--- src/rtl/aps_pkg.sv ---
`default_nettype none
// ============================================================================
//  Module      : aps_pkg
//  Description : Shared constants and state encoding for the serial adder.
//  Revision    : 1.0 - initial release
// ============================================================================
package aps_pkg;

    localparam int NIBBLE_W = 4;

    typedef enum logic [1:0] {
        IDLE = 2'd0,
        RUN  = 2'd1,
        DONE = 2'd2
    } serial_state_t;

endpackage : aps_pkg
`default_nettype wire

--- src/rtl/fulladder4.sv ---
`default_nettype none
// ============================================================================
//  Module      : fulladder4
//  Description : Combinational 4-bit adder with carry in/out.
//  Revision    : 1.0 - initial release
// ============================================================================
module fulladder4
    import aps_pkg::*;
(
    input  logic [NIBBLE_W-1:0] a_i,
    input  logic [NIBBLE_W-1:0] b_i,
    input  logic                carry_i,
    output logic [NIBBLE_W-1:0] sum_o,
    output logic                carry_o
);

    logic [NIBBLE_W:0] w_total;

    assign w_total = {1'b0, a_i} + {1'b0, b_i} + {{NIBBLE_W{1'b0}}, carry_i};
    assign sum_o   = w_total[NIBBLE_W-1:0];
    assign carry_o = w_total[NIBBLE_W];

endmodule : fulladder4
`default_nettype wire

--- src/rtl/nibble_serial_adder.sv ---
`default_nettype none
// ============================================================================
//  Module      : nibble_serial_adder
//  Description : WIDTH-bit adder that reuses one fulladder4, one nibble per
//                cycle, with valid/ready handshakes on both sides.
//  Revision    : 1.0 - initial release
// ============================================================================
module nibble_serial_adder
    import aps_pkg::*;
#(
    parameter int WIDTH = 16
) (
    input  logic             clk_i,
    input  logic             rst_i,
    input  logic             valid_i,
    output logic             ready_o,
    input  logic [WIDTH-1:0] a_i,
    input  logic [WIDTH-1:0] b_i,
    input  logic             carry_i,
    output logic             valid_o,
    input  logic             ready_i,
    output logic [WIDTH-1:0] sum_o,
    output logic             carry_o,
    output logic             overflow_o
);

    localparam int NIBBLES = WIDTH / NIBBLE_W;
    localparam int CNT_W   = (NIBBLES > 1) ? $clog2(NIBBLES) : 1;
    localparam logic [CNT_W-1:0] C_LAST = CNT_W'(NIBBLES - 1);

    generate
        if ((WIDTH % NIBBLE_W) != 0 || WIDTH < NIBBLE_W) begin : g_width_check
            $error("nibble_serial_adder: WIDTH must be a multiple of 4 and >= 4");
        end
    endgenerate

    serial_state_t       r_state;
    logic [CNT_W-1:0]    r_cnt;
    logic [WIDTH-1:0]    r_a;
    logic [WIDTH-1:0]    r_b;
    logic [WIDTH-1:0]    r_sum;
    logic                r_carry;
    logic                r_ovf;
    logic                r_ready;
    logic                r_valid;

    logic [CNT_W+1:0]    w_slot;
    logic [NIBBLE_W-1:0] w_fa_sum;
    logic                w_fa_carry;

    // Bit offset of the nibble handled this cycle.
    assign w_slot = {r_cnt, 2'b00};

    fulladder4 u_fa (
        .a_i     (r_a[w_slot +: NIBBLE_W]),
        .b_i     (r_b[w_slot +: NIBBLE_W]),
        .carry_i (r_carry),
        .sum_o   (w_fa_sum),
        .carry_o (w_fa_carry)
    );

    always_ff @(posedge clk_i or posedge rst_i) begin
        if (rst_i) begin
            r_state <= IDLE;
            r_cnt   <= '0;
            r_a     <= '0;
            r_b     <= '0;
            r_sum   <= '0;
            r_carry <= 1'b0;
            r_ovf   <= 1'b0;
            r_ready <= 1'b1;
            r_valid <= 1'b0;
        end else begin
            case (r_state)
                IDLE: begin
                    if (valid_i && r_ready) begin
                        r_a     <= a_i;
                        r_b     <= b_i;
                        r_carry <= carry_i;
                        r_cnt   <= '0;
                        r_ready <= 1'b0;
                        r_state <= RUN;
                    end
                end
                RUN: begin
                    r_sum[w_slot +: NIBBLE_W] <= w_fa_sum;
                    r_carry                   <= w_fa_carry;
                    if (r_cnt == C_LAST) begin
                        // The top nibble of the sum is on w_fa_sum this cycle.
                        r_ovf   <= (r_a[WIDTH-1] == r_b[WIDTH-1]) &&
                                   (w_fa_sum[NIBBLE_W-1] != r_a[WIDTH-1]);
                        r_valid <= 1'b1;
                        r_state <= DONE;
                    end else begin
                        r_cnt <= r_cnt + CNT_W'(1);
                    end
                end
                DONE: begin
                    if (ready_i) begin
                        r_valid <= 1'b0;
                        r_ready <= 1'b1;
                        r_state <= IDLE;
                    end
                end
                default: begin
                    r_valid <= 1'b0;
                    r_ready <= 1'b1;
                    r_state <= IDLE;
                end
            endcase
        end
    end

    assign ready_o    = r_ready;
    assign valid_o    = r_valid;
    assign sum_o      = r_sum;
    assign carry_o    = r_carry;
    assign overflow_o = r_ovf;

endmodule : nibble_serial_adder
`default_nettype wire
--- config.mk ---
export PLATFORM = sky130hd
export DESIGN_NAME = nibble_serial_adder
export DESIGN_NICKNAME = d
export VERILOG_FILES = /design/src/rtl/aps_pkg.sv /design/src/rtl/fulladder4.sv /design/src/rtl/nibble_serial_adder.sv
export SDC_FILE = /design/constraint.sdc
export NUM_CORES = 1
export LEC_CHECK = 0
export CAP_MARGIN = 25
export CORE_UTILIZATION = 54
export DETAILED_ROUTE_END_ITERATION = 12
export PLACE_DENSITY = 0.85
export SYNTH_ARGS = -nofsm -noshare
export SYNTH_HDL_FRONTEND = slang
export SYNTH_SLANG_ARGS = --single-unit
--- constraint.sdc ---
create_clock -name clk_i -period 7.4 [get_ports clk_i]
set_input_delay 1.48 -clock clk_i [delete_from_list [all_inputs] [get_ports clk_i]]
set_output_delay 1.48 -clock clk_i [all_outputs]
set_load 0.1 [all_outputs]
# Word-level counts from Yosys, hierarchy flattened

Cells that the tools add are included.

Bits of input ports: 37
ROM bits: 0
Memory bits (writable): 0
Logic and storage cells: 55
Bits in registers: 56
Memories kept: 0
Bits in latches: 0

Mux-type cells: 16
Div/mod/pow operators: 0
$lt $le $gt $ge: 0
Bitwise logic cells: 2
Add/subtract/negate cells: 4
Multiply operators: 0
Reductions and logical operators: 11
Equality and inequality tests: 9
Shift operators: 4

Operators with widths:

| operator               | count |
|---|---|
| $shiftx 16x5->4        | 2 |
| $bwmux 16              | 1 |
| $shift 4x6->16 const A | 1 |
| $shiftx 4x6->16        | 1 |
| $reduce_and 3->1       | 4 |
| $mux 2                 | 5 |
| $ne 2x2->1 const B     | 4 |
| $neg 4->6              | 1 |
| $pmux 1 s3             | 2 |
| $pmux 2 s3             | 1 |
| $reduce_and 2->1       | 3 |
| $add 4x4->5            | 1 |
| $add 5x1->5            | 1 |
| $mux 1                 | 5 |
| $eq 2x2->1 const B     | 2 |
| $pmux 2 s2             | 1 |
| $add 2x1->2 const B    | 1 |
| $eq 2x1->1 const B     | 1 |
| $logic_and 1x1->1      | 2 |
| $logic_not 2->1        | 1 |
| $not 1->1              | 2 |
| $pmux 1 s2             | 1 |
| $reduce_bool 2->1      | 1 |
| $eq 1x1->1             | 1 |
| $ne 1x1->1             | 1 |

# Longest topological paths before layout

Word-level depth: 5
Depth in mapped cells: 8
Gate-level depth less buffers: 7

# Modules after synthesis

From an unflattened synthesis, not the netlist that was laid out.

Cells, all modules: 200
Area total of the unflattened synthesis: 2805.2 um2

Modules (own cells, without submodules):

| module              | cells each | instances | area an instance (um2) |
|---|---|---|---|
| nibble_serial_adder | 184        | 1         | 2661.3 |
| fulladder4          | 16         | 1         | 143.9 |

# Worst setup path after synthesis

Ideal clock, no wire load.

Kind: register to register
Start point: register r_cnt[0]
End point: register r_carry (netlist: carry_o)
Data required time: 7.275 ns
Path slack: 4.830 ns
Stages on the path, launching flop included: 9
Path buffers: 1
Period minus slack after synthesis: 2.570 ns
Arrival: 2.445 ns
Path through: dfrtp_1 > buf_2 > mux4_2 > fa_1 > fa_1 > a21oi_1 > nor2_1 > o21ai_0 > o21ai_1

Cells in the longest elaborated chain, start to end: 4

RTL lines:

| element                                   | line                                                 | text |
|---|---|---|
| start, declared                           | nibble_serial_adder.sv:38                            | `logic [CNT_W-1:0] r_cnt;` |
| start signal, assigned                    | nibble_serial_adder.sv:95                            | `r_cnt <= r_cnt + CNT_W'(1);` |
| $shiftx 16x5->4, on equally long branches | nibble_serial_adder.sv:55, nibble_serial_adder.sv:56 |  |
| $add 4x4->5 *                             | fulladder4.sv:19                                     | `assign w_total = {1'b0, a_i} + {1'b0, b_i} + {{NIBBLE_W{1'b0}}, carry_i};` |
| $add 5x1->5 *                             | fulladder4.sv:19                                     |  |
| $pmux 1 s2 *                              | nibble_serial_adder.sv:74                            | `case (r_state)` |
| end signal, assigned                      | nibble_serial_adder.sv:79                            | `r_carry <= carry_i;` |
| end signal, assigned                      | nibble_serial_adder.sv:87                            | `r_carry <= w_fa_carry;` |
| end, declared                             | nibble_serial_adder.sv:42                            | `logic r_carry;` |

Every way passes the cells marked *; elsewhere a longest branch is shown, timed or not.
A chain may end at the register's enable or synchronous reset.

# Final worst setup path

Start point: register r_ready (netlist: ready_o)
End point: output ready_o

RTL lines:

| element                | line                       | text |
|---|---|---|
| start, declared        | nibble_serial_adder.sv:44  | `logic r_ready;` |
| start signal, assigned | nibble_serial_adder.sv:71  | `r_ready <= 1'b1;` |
| start signal, assigned | nibble_serial_adder.sv:81  | `r_ready <= 1'b0;` |
| start signal, assigned | nibble_serial_adder.sv:101 | `r_ready <= 1'b1;` |
| end, declared          | nibble_serial_adder.sv:16  | `output logic ready_o,` |

No word-level cell between the ends.

==> results.py <==
metrics = {
    "clocking": {
        "clk_latency_ns": 0.31,
        "cts_max_path_buffers": 2,
        "clock_sinks": 56,
        "postCtsHoldBufs": 0,
        "cts_tree": "done",
        "post_cts_buffers": 0,
        "cts_root_buf": "clkbuf_8",
        "cts_buffers": 5,
        "cts.clk_slew.worst_paths_ns": 0.09,
        "cts.htree.levels": 2,
        "cts_resized": 0,
    },
    "global_routing": {
        "grt_start_max_net_pins": 36,
        "grt_pass1_vias": 1697,
        "antenna_found_initial": 0,
        "grt-ovfl-total": 0,
        "grt_first_pass_wirelength_um": 7780,
        "grt_usage_pct": 20.5,
    },
    "critical_path": {
        "cp_max_fo": 3,
        "crit_path_start": "ready_o",
        "cpPeakStageDelay_ns": 1.13,
        "worst-path-buf-inv": 1,
        "crit_required_ns": 5.92,
        "start_kind": "flip-flop",
        "r2r_start": "r_cnt[0]",
        "crit_slowest_cell": "clkdlybuf4s50_1",
        "path_cells": "clkdlybuf4s50_1",
        "end_kind": "output port",
        "cp_top_family": "buffers and inverters",
        "crit_type": "reg -> out",
        "cp_data_arrival_time_ns": 1.98,
    },
    "timing": {
        "setup_viol": 0,
        "worst_pin_slew_ns": 0.969,
        "slew_headroom_pct": 35.2,
        "period_needed_ns": 3.46,
        "fmax_mhz": 289,
        "fin_tns_setup_ns": 0,
        "skew_ns": 0.0118,
        "rsz0062_at_grt": "no",
        "finalMaxSlewViolations": 0,
        "hold_violations": 0,
        "fin_crit_sh_pct": 46.8,
    },
    "floorplanning": {
        "io_pins": 57,
        "dieArea_sq_um": 5060,
        "die_x_um": 71.2,
        "core_sq_um": 4470,
        "initial_core_util_pct": 57.7,
        "rows": 24,
        "die_h_um": 71.2,
    },
    "place": {
        "dp_hpwl_um": 3450,
        "port_buffers": 56,
        "place_congestion": 0.761,
        "post-place-cells": 283,
        "place_area_sq_um": 3180,
    },
    "worst_hold_path": {
        "hold_path_class": "reg -> reg",
        "min_from": "r_a[8]",
    },
    "routing": {
        "final_antenna_net_count": 0,
        "finalWirelength_um": 4480,
        "post_drt_wl_per_cell_um": 15.4,
        "drc": 4,
        "via_count": 1583,
        "viasPerCell": 5.44,
        "first_pass_iters": 10,
        "drt_iter0_drc": 67,
    },
    "synth": {
        "synthFlopType": "dfrtp_1",
        "synth-edff-count": 0,
        "netlist_instances": 180,
        "synth_warnings": 0,
        "avgSynthCellArea_sq_um": 14.3,
        "synth_fp_nets": 228,
        "ys_types": 36,
        "ys_seq_area_share_pct": 54.3,
        "ys_ff_latch": 56,
        "async_reset_ff_share_pct": 100,
        "synth_area_sq_um": 2580,
    },
    "job": {
        "drv_cap": 0,
    },
    "final_layout": {
        "multi_input_area_sq_um": 1110,
        "final.fill_count": 297,
        "fin_cells": 291,
        "drive_gt1_share_pct": 9.21,
        "final_cell_area_sq_um": 3290,
        "final-seq-area_sq_um": 1400,
        "syn_to_final_growth_pct": 27.3,
        "n_antenna_cell": 0,
        "fin_nets": 286,
    },
    "run_status": {
        "violations": "design-rule violations",
        "status": "finished with violations",
    },
    "pwr": {
        "power_density_nw_per_um2": 466,
        "p_leak_nw": 1.47,
        "vdd_drop_max_v": 0.000197,
    },
}
placed cells by master, fill, tap and decap left out, types with 3 or more instances in the layout:
cell and count:
nand2_1 12, ha_1 9, inv_1 4, and3_1 3, a22o_1 16, clkbuf_8 5, dfrtp_1 55, clkdlybuf4s50_1 56
nor2_1 4, o21ai_1 3, mux2_1 32, mux4_2 8
per-stage QoR:
stage	hold WS [ns]	worst slack [ns]	total power [mW]	utilization, %
floorplan	0.452	4.55	1.15	-
global placement	0.463	4.28	1.33	70.6
detailed placement	0.469	4.27	1.35	71.1
CTS	0.491	3.92	1.54	73.5
global route	0.513	3.89	1.63	73.5
finish	0.484	3.94	1.53	73.5
synthesized netlist by cell type (all sizes together) (3+ instances only):
cell,count,area [sq um]
nor2,4,15.0
inv,5,18.8
o21ai,4,20.0
mux2,32,360
a22o,16,140
dfrtp,55,1380
nand2,13,51.3
ha,9,113
and3,3,18.8
buf,6,51.3
mux4,8,180
flip-flops by register name, indices dropped and copies added, names as in the netlist:
name	cells
r_a	16
r_b	16
sum_o	16
r_cnt	2
r_state	2
carry_o	1
overflow_o	1
ready_o	1
valid_o	1
layer usage:
layer	share of wire, %	GRT usage [%]	wire (um)
met1	45	27.4	2040
met2	49	33.3	2210
met3	3.7	4.42	164
met4	1.6	7.33	70
met5	0	0	0
layout make-up:
type / count / area share, %
inverter: 5 / 0.571
clock buffer: 6 / 2.21
timing repair buffer: 58 / 17.9
tap: 52 / 1.98
sequential: 56 / 42.7
multi-input combinational: 112 / 33.6
clock inverter: 2 / 1.07
power by group:
| group | switching, mW | internal, mW |
|---|---|---|
| clock network | 0.0918 | 0.101 |
| logic | 0.508 | 0.305 |
| registers | 0.0975 | 0.430 |
| total | 0.697 | 0.835 |
logic make-up after synthesis:
| family | synth area share [%] |
|---|---|
| DFF | 54.3 |
| muxes | 21.3 |
| and+or+nand+nor | 6.78 |
| AOI/OAI and AO/OA | 8.14 |
| buffers and inverters | 2.86 |
| adders and majority gates | 5.91 |
| xor gates and xnor gates | 0.678 |
path summary, 6_finish.rpt:
path                       cells after the start       end  slack, ns
max                                            1   ready_o       3.94
min reg2reg                                    1    r_a[8]       0.48
min                                            1    r_a[8]       0.48
max reg2reg                                    6  sum_o[7]       4.46
min in group asynchronous                      2  sum_o[0]       1.56
max in group asynchronous                      3   r_a[15]       5.29
No activity file was read; power rests on OpenSTA's default activity.
